===== config.mk =====
export PLATFORM = sky130hd
export DESIGN_NAME = voq_rr_scheduler
export DESIGN_NICKNAME = d
export VERILOG_FILES = /design/src/rtl/switch_pkg.sv /design/src/rtl/rr_first_nonempty.sv /design/src/rtl/voq_rr_scheduler.sv
export SDC_FILE = /design/constraint.sdc
export NUM_CORES = 1
export LEC_CHECK = 0
export BUFFER_PORTS_ARGS = -buffer_cell sky130_fd_sc_hd__buf_2
export CORE_AREA = 2 2 39 41
export CTS_CLUSTER_DIAMETER = 200
export DETAILED_ROUTE_END_ITERATION = 10
export DIE_AREA = 0 0 41 43
export SKIP_LAST_GASP = 1
export SYNTH_ARGS = -nofsm -noshare
export SYNTH_HDL_FRONTEND = slang
export SYNTH_SLANG_ARGS = --single-unit

===== constraint.sdc =====
create_clock -name clk -period 3.8 [get_ports clk]
set_clock_uncertainty 0.1 [all_clocks]
set_input_delay 0.76 -clock clk [delete_from_list [all_inputs] [get_ports clk]]
set_output_delay 0.76 -clock clk [all_outputs]
set_load 0.01 [all_outputs]

===== src/rtl/switch_pkg.sv =====
// Shared switch definitions: default port/VOQ counts, VOQ index type and
// the scheduler FSM state encoding.
package switch_pkg;
  localparam int N_PORTS = 4;
  localparam int N_VOQ   = 4;

  typedef logic [$clog2(N_VOQ)-1:0] voq_idx_t;

  typedef enum logic {
    IDLE  = 1'b0,
    GRANT = 1'b1
  } sched_state_t;
endpackage


===== src/rtl/rr_first_nonempty.sv =====
// Combinational search for the first non-empty entry scanning start,
// start+1, ... modulo N (N need not be a power of two).
module rr_first_nonempty #(
  parameter int N  = 4,
  parameter int IW = $clog2(N)
) (
  input  logic [N-1:0]  empty,
  input  logic [IW-1:0] start,
  output logic          found,
  output logic [IW-1:0] idx
);
  logic [IW:0] cand;

  // Scan from the far end back toward start so the nearest hit wins.
  always_comb begin
    idx  = start;
    cand = '0;
    for (int k = N-1; k >= 0; k--) begin
      cand = {1'b0, start} + (IW+1)'(k);
      if (cand >= (IW+1)'(N)) cand = cand - (IW+1)'(N);
      if (!empty[cand[IW-1:0]]) idx = cand[IW-1:0];
    end
  end

  assign found = ~&empty;
endmodule


===== src/rtl/voq_rr_scheduler.sv =====
// Registered round-robin VOQ scheduler with rotating pointer, valid/ready
// grant handshake and optional per-VOQ burst of up to MAX_BURST grants.
module voq_rr_scheduler
  import switch_pkg::*;
#(
  parameter int N_VOQ     = switch_pkg::N_VOQ,
  parameter int MAX_BURST = 1,
  parameter int IDX_W     = $clog2(N_VOQ)
) (
  input  logic             clk,
  input  logic             reset_n,
  input  logic [N_VOQ-1:0] voq_empty,
  input  logic             sched_en,
  output logic             grant_valid,
  output logic [IDX_W-1:0] grant_idx,
  output logic [N_VOQ-1:0] grant_onehot,
  input  logic             grant_ready,
  output logic             all_empty
);
  localparam int               CNT_W = $clog2(MAX_BURST+1);
  localparam logic [IDX_W-1:0] LAST  = IDX_W'(N_VOQ-1);
  localparam logic [CNT_W-1:0] BURST = CNT_W'(MAX_BURST);

  sched_state_t     state, state_n;
  logic [IDX_W-1:0] ptr, ptr_n, last_idx, last_n, idx_n, search_idx;
  logic [CNT_W-1:0] burst_cnt, cnt_n, cnt_inc;
  logic             cont, cont_n, search_found;

  rr_first_nonempty #(.N(N_VOQ), .IW(IDX_W)) u_search (
    .empty (voq_empty),
    .start (ptr),
    .found (search_found),
    .idx   (search_idx)
  );

  always_comb begin
    state_n = state;
    ptr_n   = ptr;
    last_n  = last_idx;
    cnt_n   = burst_cnt;
    cont_n  = cont;
    idx_n   = grant_idx;
    cnt_inc = burst_cnt + CNT_W'(1);
    case (state)
      IDLE: begin
        // search_found is exactly !all_empty
        if (sched_en && search_found) begin
          if (cont && !voq_empty[last_idx]) begin
            idx_n = last_idx;
          end else begin
            idx_n  = search_idx;
            cnt_n  = '0;
            cont_n = 1'b0;
          end
          state_n = GRANT;
        end
      end
      GRANT: begin
        if (grant_ready) begin
          state_n = IDLE;
          last_n  = grant_idx;
          ptr_n   = (grant_idx == LAST) ? '0 : grant_idx + IDX_W'(1);
          if (cnt_inc < BURST) begin
            cnt_n  = cnt_inc;
            cont_n = 1'b1;
          end else begin
            cnt_n  = '0;
            cont_n = 1'b0;
          end
        end
      end
      default: state_n = IDLE;
    endcase
  end

  always_ff @(posedge clk or negedge reset_n) begin
    if (!reset_n) begin
      state     <= IDLE;
      ptr       <= '0;
      last_idx  <= '0;
      burst_cnt <= '0;
      cont      <= 1'b0;
      grant_idx <= '0;
    end else begin
      state     <= state_n;
      ptr       <= ptr_n;
      last_idx  <= last_n;
      burst_cnt <= cnt_n;
      cont      <= cont_n;
      grant_idx <= idx_n;
    end
  end

  // Valid comes straight from the state flop so async reset clears it at once.
  assign grant_valid  = (state == GRANT);
  assign grant_onehot = grant_valid ? (N_VOQ'(1) << grant_idx) : '0;
  assign all_empty    = &voq_empty;
endmodule


# Word-level counts from Yosys, hierarchy flattened
# Cells that the tools add are included.
# word_totals
ff_bits,9
input_bits,8
out_inout_bits,8
wordCells,71
# op_classes
n_addsub,9
n_lt_le_gt_ge,10
n_eq_ne,4
n_shift,1
muxes,32
bitwise_logic,1
n_reduce_logical,8
# op_table
operator,count
2-bit two-way mux,10
"2-bit by 3-bit less-than comparator with 1-bit output, second input constant",5
1-bit two-way mux,13
1-bit binary-select mux with 2-bit select,5
"3-bit greater-or-equal comparator, second input constant",3
"2-bit by 1-bit subtractor with 2-bit output, second input constant",4
"2-bit by 2-bit adder with 3-bit output, second input constant",2
"2-bit != test, second input constant",3
1-bit case mux with 2 select lines,3
4-bit two-way mux,1
2-bit AND reduction,2
4-bit AND reduction,1
"1-bit by 2-bit << shifter with 4-bit output, first input constant",1
"2-bit by 1-bit adder with 3-bit output, second input constant",1
"2-bit by 3-bit greater-or-equal comparator with 1-bit output, second input constant",1
3-bit AND reduction,1
"2-bit by 1-bit adder with 2-bit output, second input constant",1
"2-bit equality test, second input constant",1
1-bit logical AND,2
1-bit logical NOT,2
"1-bit adder, second input constant",1
"1-bit less-than comparator, second input constant",1
1-bit NOT,1

# Longest topological paths before layout
# Gate-level depths: netlist of run 1.
# logic_depth
ltp_word,10
ltp_mapped,4
ltp_nobuf,4

# Modules after synthesis
# A second synthesis of run 1 with hierarchy kept.
# unflattened
hier_cells,40
area_unflattened_um2,392.9
# modules_own_cells
mod,n_inst,cells_each,area_each_um2,seq_area_each_um2
voq_rr_scheduler,1,25,305.3,125.1
rr_first_nonempty,1,15,87.6,0.0

# Least setup slack after synthesis of run 1
# No wires, ideal clock.
# synth_path
path_type,input to output
start,input port voq_empty[2]
end,output port all_empty
arrival_ns,0.987
required_ns,2.940
setup_slack_ns,1.953
path_stages,1
path_buffers,0
cell_sequence,and4_4
# synth_via
elab_chain_len,1
# synth_lines
element,line,source
"start, declared",voq_rr_scheduler.sv:12,"input logic [N_VOQ-1:0] voq_empty,"
4-bit AND reduction,voq_rr_scheduler.sv:97,assign all_empty = &voq_empty;
"end, declared",voq_rr_scheduler.sv:18,output logic all_empty
# Every way passes these cells.

# Worst setup path in the final report of run 1
# layout_path
start,register grant_idx[0]
end,output port grant_onehot[0]
# layout_via
elab_chain_len,2
# layout_lines
element,line,source
"start, declared",voq_rr_scheduler.sv:15,"output logic [IDX_W-1:0] grant_idx,"
"start signal, assigned",voq_rr_scheduler.sv:90,grant_idx <= idx_n;
1-bit by 2-bit << shifter with 4-bit output,voq_rr_scheduler.sv:96,assign grant_onehot = grant_valid ? (N_VOQ'(1) << grant_idx) : '0;
4-bit two-way mux,voq_rr_scheduler.sv:96,
"end, declared",voq_rr_scheduler.sv:16,"output logic [N_VOQ-1:0] grant_onehot,"
# Every way passes these cells.

==> results of run 1 <==
metal layers:
| layer | vias up | routed length, um | track usage | part of all wire |
|---|---|---|---|---|
| li1 | 178 | - | - | - |
| met1 | 165 | 338 | 0.135 | 0.40 |
| met2 | 12 | 439 | 0.175 | 0.52 |
| met3 | 0 | 71 | 0.0628 | 0.084 |
| met4 | 0 | 0 | 0.0400 | 0 |
| met5 | - | 0 | 0 | 0 |
logic make-up (layout without fill, tap and decap cells):
kind of cell / Yosys count / count (layout)
AOI/OAI and AO/OA: 12 / 12
adders and majority gates: 4 / 4
buffers and inverters: 5 / 24
DFF: 5 / 5
muxes: 1 / 1
and+or+nand+nor: 13 / 13
final cells by class:
type | instances | area, um^2
clock buffer | 4 | 26.3
fill | 150 | 900
inverter | 5 | 18.8
multi-input combinational | 30 | 219
sequential | 5 | 125
tap | 16 | 20.0
timing repair buffer | 15 | 75.1
report_power, final:
part | switching, W | internal, W
Sequential | 0.0000309 | 0.0000754
Combinational | 0.0000610 | 0.0000571
Clock | 0.0000204 | 0.0000396
placed cells by master, fill, tap and decap left out, types with 2 or more instances in the layout:
| master | instances |
|---|---|
| buf_2 | 15 |
| inv_1 | 5 |
| nand2_1 | 5 |
| dfrtp_1 | 5 |
| and2_1 | 4 |
| o21ai_0 | 4 |
| ha_1 | 4 |
| clkbuf_4 | 3 |
| nor2_1 | 2 |
stage by stage:
stage,cell area [um^2],std cells
2_1_floorplan,363,40
3_3_place_gp,458,71
3_5_place_dp,458,71
4_1_cts,484,75
5_1_grt,484,75
6_report,484,75
worst max-delay path, delay by kind of cell, from the launching register on:
kind,cells,cell delay (ns)
AND/OR/NAND/NOR,1,0.14
adder cells (fa/ha/maj),1,0.19
buffers and inverters,2,0.22
flip-flops,1,0.44
final timing paths:
kind / startpoint / to / slack (ns) / depth (start not counted)
worst max-delay path: grant_idx[0] / grant_onehot[0] / 1.70 / 4
worst max register to register: grant_valid / grant_idx[1] / 2.44 / 3
max in group asynchronous: reset_n / grant_idx[1] / 3.23 / 1
worst min register to register: ptr[0] / ptr[0] / 0.46 / 2
worst min-delay path: reset_n / ptr[1] / 0.23 / 1
min in group clk: ptr[0] / ptr[0] / 0.46 / 2
flip-flops by register name, indices dropped and copies added, names as in the netlist:
name and cells:
grant_idx 2, ptr 2, grant_valid 1
==> summary.md, run 1 <==
| Metric | Value |
|---|---|
| Fin crit period | 2.10 ns |
| Max Clk Rate | 477 MHz |
| Critical-path top delay cell | dfrtp_1 |
| First-pass GRT wire length | 1380 um |
| DRC | 0 |
| Crit-path max FO | 6 |
| CTS tree | yes |
| RSZ-0062 raised after global routing | false |
| Slowest stage delay, CP | 0.44 ns |
| Adder-cell share of the synthesized area | 0.138 |
| Syn Std Cell Area | 363 um^2 |
| Router iterations before antenna repair | 3 |
| Async set-reset flop share out of synthesis | 1.00 |
| Pwr/cell area | 587 nW/um^2 |
| Vias in the first global route | 327 |
| Hold-fix buffers, CTS | 0 |
| Worst Path Class, Setup | register to primary output |
| Synth top area share | 0.345 |
| Type of origin of the critical path | register |
| Critical path required time | 2.94 ns |
| Post-route worst setup slack | 1.70 ns |
| Avg Synthesized Cell Area | 9.07 um^2 |
| Synth unique cells | 18 |
| Final Util | 0.350 |
| Die H | 43 um |
| Cts repair resizes | 0 |
| CTS max path bufs | 2 |
| Nets | 72 |
| Setup repair bufs after CTS | 0 |
| LEAKAGE | 0.262 nW |
| Die Area | 1760 um^2 |
| Via count | 355 |
| Routed WL per cell | 11.3 um |
| Skew-Pair Late Insertion Delay | 0.24 ns |
| H-tree levels | 1 |
| Starting DRT DRC Count | 8 |
| CP endpoint kind | primary output |
| Via/cell ratio | 4.73 |
| Antenna violation net count after detailed routing | 0 |
| Largest family of logic cells by synthesized area | compound AO/OA/AOI/OAI gates |
| Synthesis Warnings | 0 |
| Setup tns final | 0 ns |
| TritonCTS Buffers | 3 |
| GRT overflow | 0 |
| Final WL | 849 um |
| Synth-to-layout area growth | 33.4% |
| XOR/XNOR Fraction of Synth Area | 0 |
| Area fraction in compound gates after synthesis | 0.231 |
| Post-Synth Simple-Gate Area | 0.203 |
| RD Place Congestion | 0.844 |
| Synth area leaders | dfrtp_1, ha_1, and2_1 |
| Top post-synthesis cells by count | dfrtp_1, inv_1, nand2_1 |
| Initial Util | 0.262 |
| Slew Limit Fails | 0 |
| EDFF count, synth | 0 |
| Initial antenna violation count | 0 |
| Final hold vios | 0 |
| Largest net degree at the start of global routing | 9 |
| Slew Limit Headroom | 0.803 |
| Die width | 41 um |
| Synth Flop Type | dfrtp_1 |
| Final Cycle Share | 0.552 |
| Ports | 16 |
| Root cell of the clock tree | clkbuf_4 |
| Post-synthesis mux area share | 0.0310 |
| WP data arrival | 1.24 ns |
| Worst Max-Slew Pin Slew | 0.296 ns |
| Cell taking the most area after synthesis | dfrtp_1 |
| Clock-pin slew on the worst setup and hold paths | 0.04 ns |
| Diodes inserted | 0 |
| Status | finished, final reports clean |
| Syn Inst Count | 40 |
| Num rows | 14 |
| Post-Syn Nets | 52 |
| Clock sinks | 5 |
| Min-delay worst type | input port to async pin |
| Final setup fails | 0 |
| Worst hold slack | 0.230 ns |
| Seq/Total Area, Yosys | 0.345 |
| MaxCap Viol Count | 0 |
| Maximum VDD drop | 0.178 mV |
| Seq cells post-synth | 5 |
| DP Worst Slack | 1.72 ns |
| Core Area | 1380 um^2 |
| Share of layout cells above drive strength 1 | 0.373 |
| Total Routing Usage GR | 0.117 |
| Dpl hpwl | 643 um |
| Worst path cell trace | inv_1 -> ha_1 -> and2_1 -> buf_2 |
| Pwr Total | 0.000284 W |
| IO Port Bufs | 15 |
(Power assumes the default switching activity.)
==> inputs of run 2 (changes only) <==
==> constraint.sdc (replaced) <==
create_clock -name clk -period 1.77 [get_ports clk]
set_clock_uncertainty 0.1 [all_clocks]
set_input_delay 0.354 -clock clk [delete_from_list [all_inputs] [get_ports clk]]
set_output_delay 0.354 -clock clk [all_outputs]
set_load 0.01 [all_outputs]
==> summary.md, run 2 (synthesized netlist as in run 1, its figures left out) <==
| Metric | Value |
|---|---|
| Largest net degree at the start of global routing | 9 |
| R2r setup slk | 0.43 ns |
| Cts repair resizes | 0 |
| Routed WL per cell | 10.9 um |
| Initial antenna violation count | 0 |
| H-tree levels | 1 |
| TritonCTS Buffers | 3 |
| Met2 usage | 0.134 |
| CTS tree | yes |
| Status | finished, final reports clean |
| Fin crit period | 1.70 ns |
| Worst hold slack | 0.260 ns |
| Type of origin of the critical path | register |
| MaxCap Viol Count | 0 |
| Pwr/cell area | 1250 nW/um^2 |
| Commonest cells after routing, fill and taps aside | buf_2, inv_1, nand2_1, dfrtp_1 |
| Post-route worst setup slack | 0.0713 ns |
| R2R depth | 2 |
| Final Cycle Share | 0.960 |
| Synth-to-layout area growth | 36.2% |
| Vias in the first global route | 293 |
| Placed Area | 458 um^2 |
| First-pass GRT wire length | 1190 um |
| Router iterations before antenna repair | 4 |
| Final WL | 827 um |
| Max Clk Rate | 589 MHz |
| Slew Limit Headroom | 0.795 |
| Dpl hpwl | 633 um |
| Setup tns final | 0 ns |
| Pwr Total | 0.000619 W |
| RSZ-0062 raised after global routing | false |
| Fin area | 494 um^2 |
| Skew-Pair Late Insertion Delay | 0.24 ns |
| Worst Path Class, Setup | register to primary output |
| Clock sinks | 5 |
| DP Worst Slack | 0.255 ns |
| Initial Util | 0.262 |
| Hold path endpoint | grant_valid |
| Die width | 41 um |
| IO Port Bufs | 15 |
| Core Area | 1380 um^2 |
| Nets | 73 |
| Ports | 16 |
| RD Place Congestion | 0.898 |
| Diodes inserted | 0 |
| DRC | 0 |
| Die Area | 1760 um^2 |
| Clock-pin slew on the worst setup and hold paths | 0.05 ns |
| GR peak layer | met1 |
| CP endpoint kind | primary output |
| Reg2reg end | grant_idx[1] |
| Total Routing Usage GR | 0.106 |
| Critical path required time | 1.32 ns |
| Antenna violation net count after detailed routing | 0 |
| Hold_sp | grant_ready |
| WP data arrival | 1.24 ns |
| Maximum VDD drop | 0.377 mV |
| Most common cell after layout, fill and taps aside | buf_2 |
| Grt met1 use | 0.135 |
| Starting DRT DRC Count | 9 |
| Root cell of the clock tree | clkbuf_4 |
| Min-delay worst type | input port to register |
| Crit-path max FO | 6 |
| Via count | 365 |
| GRT overflow | 0 |
| Num rows | 14 |
| LEAKAGE | 0.266 nW |
| Via/cell ratio | 4.80 |
| R2r startpoint | grant_valid |
| CTS max path bufs | 2 |
| Hold depth | 2 |
| Final setup fails | 0 |
| Slew Limit Fails | 0 |
| Die H | 43 um |
| Share of layout cells above drive strength 1 | 0.367 |
| Global-route met3 utilization | 0.0471 |
| Final hold vios | 0 |
| Worst Max-Slew Pin Slew | 0.307 ns |
==> run 2: cell types whose count changed in the layout (fill, tap and decap cells not counted) <==
| cell | change |
|---|---|
| dlygate4sd3_1 | +1 |
==> run 2: area by class of cell <==
class | count | area, um^2
Clock buffer | 4 | 26.3
Fill cell | 154 | 890
Timing Repair Buffer | 16 | 85.1
Tap cell | 16 | 20.0
Multi-Input combinational cell | 30 | 219
Inverter | 5 | 18.8
Sequential cell | 5 | 125
==> run 2: timing repair <==
action | in CTS | in global routing
setup buffers | 0 | 0
hold endpoints to repair | 5 | 0
hold buffers | 1 | 0
==> run 2: worst max-delay path, cell delays in order (launching register included) <==
cell and delay [ns]:
dfrtp_1 0.45, inv_1 0.09, ha_1 0.19, and2_1 0.14, buf_2 0.13
==> run 2: metal layers <==
| layer | vias up | part of all wire |
|---|---|---|
| met5 | - | 0 |
| met4 | 0 | 0.0073 |
| met3 | 2 | 0.081 |
| met2 | 21 | 0.45 |
| met1 | 161 | 0.46 |
| li1 | 181 | - |
==> run 2: worst max-delay path by stage <==
stage / end / slack [ns] / start / cells after the start
5_1_grt: grant_onehot[0] / 0.03 / grant_idx[0] / 4
3_3_place_gp: grant_idx[1] / 0.27 / voq_empty[3] / 4
2_1_floorplan: grant_idx[1] / 0.39 / voq_empty[2] / 3
3_5_place_dp: grant_idx[1] / 0.26 / voq_empty[3] / 4
6_report: grant_onehot[0] / 0.07 / grant_idx[0] / 4
4_1_cts: grant_onehot[0] / 0.05 / grant_idx[0] / 4
==> run 2: stage by stage <==
step	utilization	cells
final	0.357	76
after global placement	0.331	71
after floorplan	-	40
after detailed placement	0.331	71
after CTS	0.357	76
after global routing	0.357	76
==> run 2: power breakdown <==
group          switching (W)  total (W)  internal, W
Combinational       0.000130   0.000254     0.000124
Sequential         0.0000677   0.000229     0.000162
Clock              0.0000500   0.000135    0.0000855
